### src/rtl/counter_pkg.sv
// Shared definitions for the synchronous up/down counter family:
// saturation-mode encodings, control priority order and a width helper.
package counter_pkg;

  // Range-end behaviour selected by the SAT_MODE parameter.
  localparam int CNT_WRAP = 0;
  localparam int CNT_SAT  = 1;

  // Priority rank of the synchronous controls; a lower rank wins.
  localparam int PRIO_CLR  = 0;
  localparam int PRIO_LOAD = 1;
  localparam int PRIO_EN   = 2;
  localparam int PRIO_HOLD = 3;

  // Operation selected on a clock edge, encoded by its priority rank.
  typedef enum logic [1:0] {
    OP_CLR   = 2'(PRIO_CLR),
    OP_LOAD  = 2'(PRIO_LOAD),
    OP_COUNT = 2'(PRIO_EN),
    OP_HOLD  = 2'(PRIO_HOLD)
  } cnt_op_e;

  // Number of bits needed to represent every count 0..modulo-1.
  function automatic int req_width(input longint unsigned modulo);
    int              w;
    longint unsigned v;
    w = 1;
    v = modulo - 64'd1;
    while (v > 64'd1) begin
      v = v >> 1;
      w = w + 1;
    end
    return w;
  endfunction

endpackage

### src/rtl/counter_next_val.sv
// Combinational next-count and range-end detection for one step of the
// counter in the current direction. Arithmetic is done one bit wider than
// the count so the carry/borrow out directly marks the range ends.
module counter_next_val
  import counter_pkg::*;
#(
  parameter int              WIDTH    = 4,
  parameter longint unsigned MODULO   = 16,
  parameter int              SAT_MODE = CNT_WRAP
) (
  input  logic [WIDTH-1:0] q,
  input  logic             up_down,
  output logic [WIDTH-1:0] next_q,
  output logic             at_end,
  output logic             wrap_evt
);

  localparam logic [WIDTH:0]   MOD_EXT = (WIDTH + 1)'(MODULO);
  localparam logic [WIDTH-1:0] MAX_Q   = WIDTH'(MODULO - 64'd1);

  logic [WIDTH:0] inc_s;
  logic [WIDTH:0] dec_s;
  logic           end_up_s;
  logic           end_dn_s;

  // Step both ways in WIDTH+1 bits and flag the range end of each direction.
  always_comb begin
    inc_s    = {1'b0, q} + {{WIDTH{1'b0}}, 1'b1};
    dec_s    = {1'b0, q} - {{WIDTH{1'b0}}, 1'b1};
    end_up_s = (inc_s == MOD_EXT);
    end_dn_s = dec_s[WIDTH];
  end

  // Choose the successor: step, wrap to the opposite end, or hold when saturating.
  always_comb begin
    next_q   = q;
    wrap_evt = 1'b0;
    at_end   = up_down ? end_up_s : end_dn_s;
    if (at_end) begin
      if (SAT_MODE == CNT_SAT) begin
        next_q   = q;
        wrap_evt = 1'b0;
      end else begin
        next_q   = up_down ? {WIDTH{1'b0}} : MAX_Q;
        wrap_evt = 1'b1;
      end
    end else begin
      next_q   = up_down ? inc_s[WIDTH-1:0] : dec_s[WIDTH-1:0];
      wrap_evt = 1'b0;
    end
  end

endmodule

### src/rtl/sync_updown_counter.sv
// Parametrised fully synchronous up/down counter with clear, load, enable,
// wrap or saturate at the range ends, and registered status pulses.
module sync_updown_counter
  import counter_pkg::*;
#(
  parameter int              WIDTH    = 4,
  parameter longint unsigned MODULO   = 16,
  parameter int              SAT_MODE = CNT_WRAP
) (
  input  logic             clk,
  input  logic             rst,
  input  logic             clr,
  input  logic             load,
  input  logic [WIDTH-1:0] load_val,
  input  logic             en,
  input  logic             up_down,
  output logic [WIDTH-1:0] q,
  output logic             tc,
  output logic             wrap,
  output logic             sat,
  output logic             load_err
);

  localparam logic [WIDTH-1:0] MAX_Q = WIDTH'(MODULO - 64'd1);

  // Reject parameter sets whose modulus cannot be held in WIDTH bits.
  if ((WIDTH < 2) || (WIDTH > 32) || (MODULO < 64'd2) ||
      (MODULO > (64'd1 << WIDTH)) || (req_width(MODULO) > WIDTH)) begin : g_param_guard
    $fatal(1, "sync_updown_counter: illegal WIDTH/MODULO combination");
  end

  logic [WIDTH-1:0] q_r;
  logic             wrap_r;
  logic             sat_r;
  logic             load_err_r;

  logic [WIDTH-1:0] q_nxt_s;
  logic             wrap_nxt_s;
  logic             sat_nxt_s;
  logic             load_err_nxt_s;

  logic [WIDTH-1:0] step_q_s;
  logic             at_end_s;
  logic             wrap_evt_s;
  logic [WIDTH-1:0] load_q_s;
  logic             load_bad_s;
  cnt_op_e          op_s;

  counter_next_val #(
    .WIDTH    (WIDTH),
    .MODULO   (MODULO),
    .SAT_MODE (SAT_MODE)
  ) u_next_val (
    .q        (q_r),
    .up_down  (up_down),
    .next_q   (step_q_s),
    .at_end   (at_end_s),
    .wrap_evt (wrap_evt_s)
  );

  // Resolve the control inputs into a single operation by priority.
  always_comb begin
    op_s = OP_HOLD;
    if (clr) begin
      op_s = OP_CLR;
    end else if (load) begin
      op_s = OP_LOAD;
    end else if (en) begin
      op_s = OP_COUNT;
    end else begin
      op_s = OP_HOLD;
    end
  end

  // Clamp out-of-range load values to the top of the range and flag them.
  always_comb begin
    load_bad_s = 1'b0;
    load_q_s   = load_val;
    if (load_val > MAX_Q) begin
      load_bad_s = 1'b1;
      load_q_s   = MAX_Q;
    end else begin
      load_bad_s = 1'b0;
      load_q_s   = load_val;
    end
  end

  // Next register values for the selected operation; pulses default low.
  always_comb begin
    q_nxt_s        = q_r;
    wrap_nxt_s     = 1'b0;
    sat_nxt_s      = sat_r;
    load_err_nxt_s = 1'b0;
    case (op_s)
      OP_CLR: begin
        q_nxt_s   = {WIDTH{1'b0}};
        sat_nxt_s = 1'b0;
      end
      OP_LOAD: begin
        q_nxt_s        = load_q_s;
        load_err_nxt_s = load_bad_s;
        sat_nxt_s      = (SAT_MODE == CNT_SAT) &&
                         (up_down ? (load_q_s == MAX_Q) : (load_q_s == {WIDTH{1'b0}}));
      end
      OP_COUNT: begin
        q_nxt_s    = step_q_s;
        wrap_nxt_s = wrap_evt_s;
        sat_nxt_s  = (SAT_MODE == CNT_SAT) && at_end_s;
      end
      OP_HOLD: begin
        q_nxt_s   = q_r;
        sat_nxt_s = sat_r;
      end
      default: begin
        q_nxt_s   = q_r;
        sat_nxt_s = sat_r;
      end
    endcase
  end

  // Count and status registers; reset clears everything without a clock.
  always_ff @(posedge clk or negedge rst) begin
    if (!rst) begin
      q_r        <= {WIDTH{1'b0}};
      wrap_r     <= 1'b0;
      sat_r      <= 1'b0;
      load_err_r <= 1'b0;
    end else begin
      q_r        <= q_nxt_s;
      wrap_r     <= wrap_nxt_s;
      sat_r      <= sat_nxt_s;
      load_err_r <= load_err_nxt_s;
    end
  end

  assign q        = q_r;
  assign wrap     = wrap_r;
  assign sat      = sat_r;
  assign load_err = load_err_r;
  assign tc       = at_end_s;

endmodule

### config.mk
export PLATFORM = sky130hd
export DESIGN_NAME = sync_updown_counter
export DESIGN_NICKNAME = d
export VERILOG_FILES = /design/src/rtl/counter_pkg.sv /design/src/rtl/counter_next_val.sv /design/src/rtl/sync_updown_counter.sv
export SDC_FILE = /design/constraint.sdc
export NUM_CORES = 1
export LEC_CHECK = 0
export CAP_MARGIN = 20
export CORE_AREA = 2 2 39 41
export DETAILED_ROUTE_END_ITERATION = 10
export DIE_AREA = 0 0 41 43
export SLEW_MARGIN = 0
export SYNTH_ARGS = -nofsm -noshare
export SYNTH_HDL_FRONTEND = slang
export SYNTH_SLANG_ARGS = --single-unit
### constraint.sdc
create_clock -name clk -period 1.95 [get_ports clk]
set_input_delay 0.39 -clock clk [delete_from_list [all_inputs] [get_ports clk]]
set_output_delay 0.39 -clock clk [all_outputs]
set_load 0.02 [all_outputs]
After elaboration in Yosys (flattened, before gate mapping):

Index checks and enable logic that the tools add are counted.

* bits in registers: 7
* output and inout port bits: 8

* add/subtract/negate cells: 2
* magnitude comparators: 1
* equality and inequality tests: 4
* mux-type cells: 14
* reductions and logical operators: 2

Operators by type and width (count)
* 4-bit 2-to-1 mux: 4
* 4-bit case mux with 3 select lines: 1
* 1-bit 2-to-1 mux: 7
* 4-bit by 1-bit adder with 5-bit output (second input constant): 1
* 5-bit equality test (second input constant): 1
* 4-bit by 1-bit subtractor with 5-bit output (second input constant): 1
* 2-bit equality test (second input constant): 2
* 4-bit greater-than comparator (second input constant): 1
* 2-bit 2-to-1 mux: 2
* 3-bit OR reduction: 1
* 2-bit by 1-bit equality test with 1-bit output (second input constant): 1
* 2-bit logical NOT: 1

Longest topological paths before layout:

* word-level depth: 6
* gate-level depth with buffers: 6
* depth with buffers taken out: 6

Modules after synthesis:

A second synthesis with hierarchy kept.

* cells, all modules: 49
* area total of the unflattened synthesis: 431.7 µm²

Modules (own cells, without submodules)
* sync_updown_counter: times used 1, cells each 24, area an instance 262.8 µm², sequential area each 125.1 µm²
* counter_next_val: times used 1, cells each 25, area an instance 168.9 µm², sequential area each 0.0 µm²

Worst setup path after synthesis:

OpenSTA, ideal clock, no wires.

* path kind: register -> output
* from: register q_r[0] (netlist: q[0])
* to: output tc
* data arrival time: 1251 ps
* slack: 309 ps
* cell stages (with the launch flop): 5
* path buffers: 0
* path through: dfrtp_1 -> inv_1 -> ha_1 -> nor4b_2 -> a31o_2

* longest elaborated chain between the ends: 3
* elaborated cells on any way between the ends: 4

RTL lines
* start: declaration: RTL line sync_updown_counter.sv:32 `logic [WIDTH-1:0] q_r;`
* start signal: assignment: RTL line sync_updown_counter.sv:124 `q_r <= {WIDTH{1'b0}};`
* start signal: assignment: RTL line sync_updown_counter.sv:129 `q_r <= q_nxt_s;`
* 4-bit by 1-bit adder with 5-bit output: RTL line counter_next_val.sv:28 `inc_s = {1'b0, q} + {{WIDTH{1'b0}}, 1'b1};`
* 5-bit equality test: RTL line counter_next_val.sv:30 `end_up_s = (inc_s == MOD_EXT);`
* 1-bit 2-to-1 mux *: RTL line counter_next_val.sv:38 `at_end = up_down ? end_up_s : end_dn_s;`
* end: declaration: RTL line sync_updown_counter.sv:18 `output logic tc,`

Mark *: on every way between the ends. The rest lies on a longest branch, timed or not.

Worst setup path in the final report:

* from: input up_down
* to: output tc

* longest elaborated chain between the ends: 1

RTL lines
* start: declaration: RTL line sync_updown_counter.sv:16 `input logic up_down,`
* 1-bit 2-to-1 mux: RTL line counter_next_val.sv:38

Every way passes these cells.

==> summary.md <==
| Metric | Value |
|---|---|
| Status | complete, no violations |
| Post-Syn Area | 421.7 um2 |
| Mean Syn Cell Area | approximately 9 um2 |
| First-pass GRT wire length | between 1500 and 2000 um |
| DP HPWL | 926.9 um |
| DRC | 0 |
| Initial core utilization | 30.47% |
| Delay-heaviest family, CP | buffers and inverters |
| GP Congestion | 0.6976 |
| Worst-Skew Late Latency | 0.23 ns |
| FF/Latch Area | between 100 and 150 um2 |
| Clk buf depth | 2 |
| Total negative slack | 0 ns |
| Initial antenna violation count | 0 |
| Post-route ant nets | 0 |
| Part of the Yosys area used for sequential elements | 29.67% |
| Max-slew violations | 0 |
| Gate Count Post-Synth | 46 |
| CP Capture Type | primary output |
| Maxcap violations | 0 |
| Synth Register Bits | 5 |
| DRT iter0 DRCs | 9 |
| Largest net degree at the start of global routing | 8 |
| R2r setup slk | approximately 0.38 ns |
| Synth Warn # | 0 |
| Fin cells | 91 |
| Hold-fix buffers, CTS | 0 |
| WS Path Type | in2out |
| Via density | between 4 and 5 |
| Overall routing resource usage | between 10 and 15% |
| # nets final | 88 |
| P_leak | 0.3045 nW |
| Die W | 41 um |
| CP cell instances | clkdlybuf4s50_1, and4_1, a31o_2, buf_2 |
| RSZ-0062 raised after global routing | no |
| Area post-placement | 659.4 um2 |
| Vias | roughly 430 |
| Number of top-level pins | 18 |
| GRT overflow | 0 |
| CTS Buf Count | 3 |
| Clk pin slew, worst setup/hold paths | 0.04 ns |
| Worst path bufs/invs | 2 |
| Pwr Total | 0.0003892 W |
| CP max-delay cell | clkdlybuf4s50_1 |
| Layout cell share with drive strength beyond 1 | 30.67% |
| CP Data Arrival Time | 1.48 ns |
| CTS tree | done |
| Port bufs | 15 |
| Core Box Area | 1384 um2 |
| Area grow syn2layout | 61.42% |
| Row cnt | 14 |
| FILL cells | around 150 |
| DRT Pass-1 Iters | 2 |
| H-tree levels | 1 |
| Period utilization | 95.85% |
| CP max stage delay | roughly 0.45 ns |
| Final hold slack | 0.3709 ns |
| Data required time of the critical path | approximately 1.6 ns |
| Worst Hold Class | in2async |
| Setup-failing EPs final | 0 |
| Peak Freq | 0.5350 GHz |
| Cell area after layout | 680.7 um2 |
| Post-DR wirelength/cell | 11.92 um |
| Die Span Y | 43 um |
| Pwr per Cell Area | ~570 nW/um2 |
| Tmin final | 1.869 ns |
| Worst Path Max Fanout | 3 |
| Die area | 1763 um2 |
| TritonCTS sink count | 5 |
| Root Driver | clkbuf_4 |
| Yosys cell types | 28 |
| Launch point of the worst path | up_down |
| Routed WL | ~1100 um |
| Final Hold Vio Count | 0 |
| FF-to-FF Start | q[0]$_DFFE_PN0P_ |
| Antenna diodes | 0 |
| Vias in the first global route | ~430 |
| DP Cell Count | 87 |
| Maximum VDD drop | between 0.2 and 0.3 mV |
| Setup crit start kind | input pin |
| Area of the multi-input gates | around 260 um2 |
| Clock Skew | 0.001635 ns |
| Post-CTS Setup Bufs | 0 |
[registers in the layout (all words and copies together), names as in the netlist]
signal  flops
wrap        1
q           4
[cells in the final DEF (no fill, tap or decap), drive strengths merged, types with 2 or more instances in the layout]
cell	synthesis	final
nor2	4	4
buf	3	13
clkbuf	0	4
nand2	3	3
a21oi	3	3
a311oi	2	2
clkdlybuf4s50	0	14
dfrtp	5	5
o32a	3	3
ha	2	2
inv	3	3
conb	1	2
o21a	2	2
[cell type report]
| type | count | area share (%) |
|---|---|---|
| timing repair buffer | 27 | 34.56 |
| tap | 16 | 2.941 |
| multi-input combinational | 36 | 38.60 |
| clock buffer | 4 | 3.860 |
| sequential | 5 | 18.38 |
| inverter | 3 | 1.654 |
[repair_timing]
item	CTS	global route
setup endpoints to repair	1	0
hold endpoints to repair	0	0
resized for setup	4	0
[per-stage QoR]
stage,util (%),worst slack [ns]
5_1_grt,49.19,0.01049
4_1_cts,49.19,0.07490
3_5_place_dp,47.65,-0.3342
2_1_floorplan,-,0.3093
6_report,49.19,0.08099
3_3_place_gp,47.65,-0.3080
[synthesized netlist by cell type, drive strengths merged]
library cell,instances,area [um2]
nor2,4,15.01
or2,1,6.260
a21oi,3,15.01
and4,1,8.760
mux2,1,11.26
and2b,1,8.760
inv,3,11.26
buf,3,26.27
nand2,3,11.26
o21a,2,15.01
o32a,3,31.28
xnor2,1,8.760
nor3b,1,7.510
a211oi,1,7.510
a311oi,2,17.52
xor2,1,8.760
conb,1,3.750
nor3,1,5.000
nor2b,1,6.260
nor4,1,6.260
ha,2,25.02
a31o,1,8.760
o21ai,1,5.000
nor4b,1,15.01
or3b,1,11.26
dfrtp,5,125.1
[worst register-to-register path, stage by stage (launching register included)]
cell and delay, ns:
dfrtp_1 0.36, buf_4 0.16, ha_1 0.21, buf_4 0.14, mux2_2 0.25, nand2_1 0.08
xnor2_1 0.08, o21a_1 0.17
[power by group]
part / total, W / switching [W] / internal [W] / leakage [nW]
Combinational: 0.000158 / 0.0000728 / 0.0000851 / 0.224
Clock: 0.000114 / 0.0000365 / 0.0000770 / 0.0150
Sequential: 0.000118 / 0.00000533 / 0.000112 / 0.0652
Total: 0.000389 / 0.000115 / 0.000274 / 0.304
[kinds of logic after synthesis]
| family | Yosys count | synth area share, % |
|---|---|---|
| buffers and inverters | 6 | 8.901 |
| XOR/XNOR | 2 | 4.155 |
| AO/OA/AOI/OAI | 13 | 23.74 |
| flip-flops | 5 | 29.67 |
| multiplexers | 1 | 2.670 |
| adder cells (fa/ha/maj) | 2 | 5.934 |
| AND/OR/NAND/NOR | 16 | 24.04 |
| other | 1 | 0.8894 |
[path summary, 6_finish.rpt]
kind,cells after the start,to
worst max-delay path,4,tc
worst min-delay path,1,q[3]$_DFFE_PN0P_
worst max register to register,7,q[2]$_DFFE_PN0P_
worst min register to register,2,q[1]$_DFFE_PN0P_
max in group asynchronous,1,q[0]$_DFFE_PN0P_
min in group clk,2,q[1]$_DFFE_PN0P_
[routing by layer]
metal,global-route usage [%],vias up,part of all wire (%)
met5,0,-,0
met4,10.00,0,0
met3,0,0,2.5
met2,25.62,10,54
met1,16.39,190,44
li1,-,225,-
No activity file was read; power rests on OpenSTA's default activity.
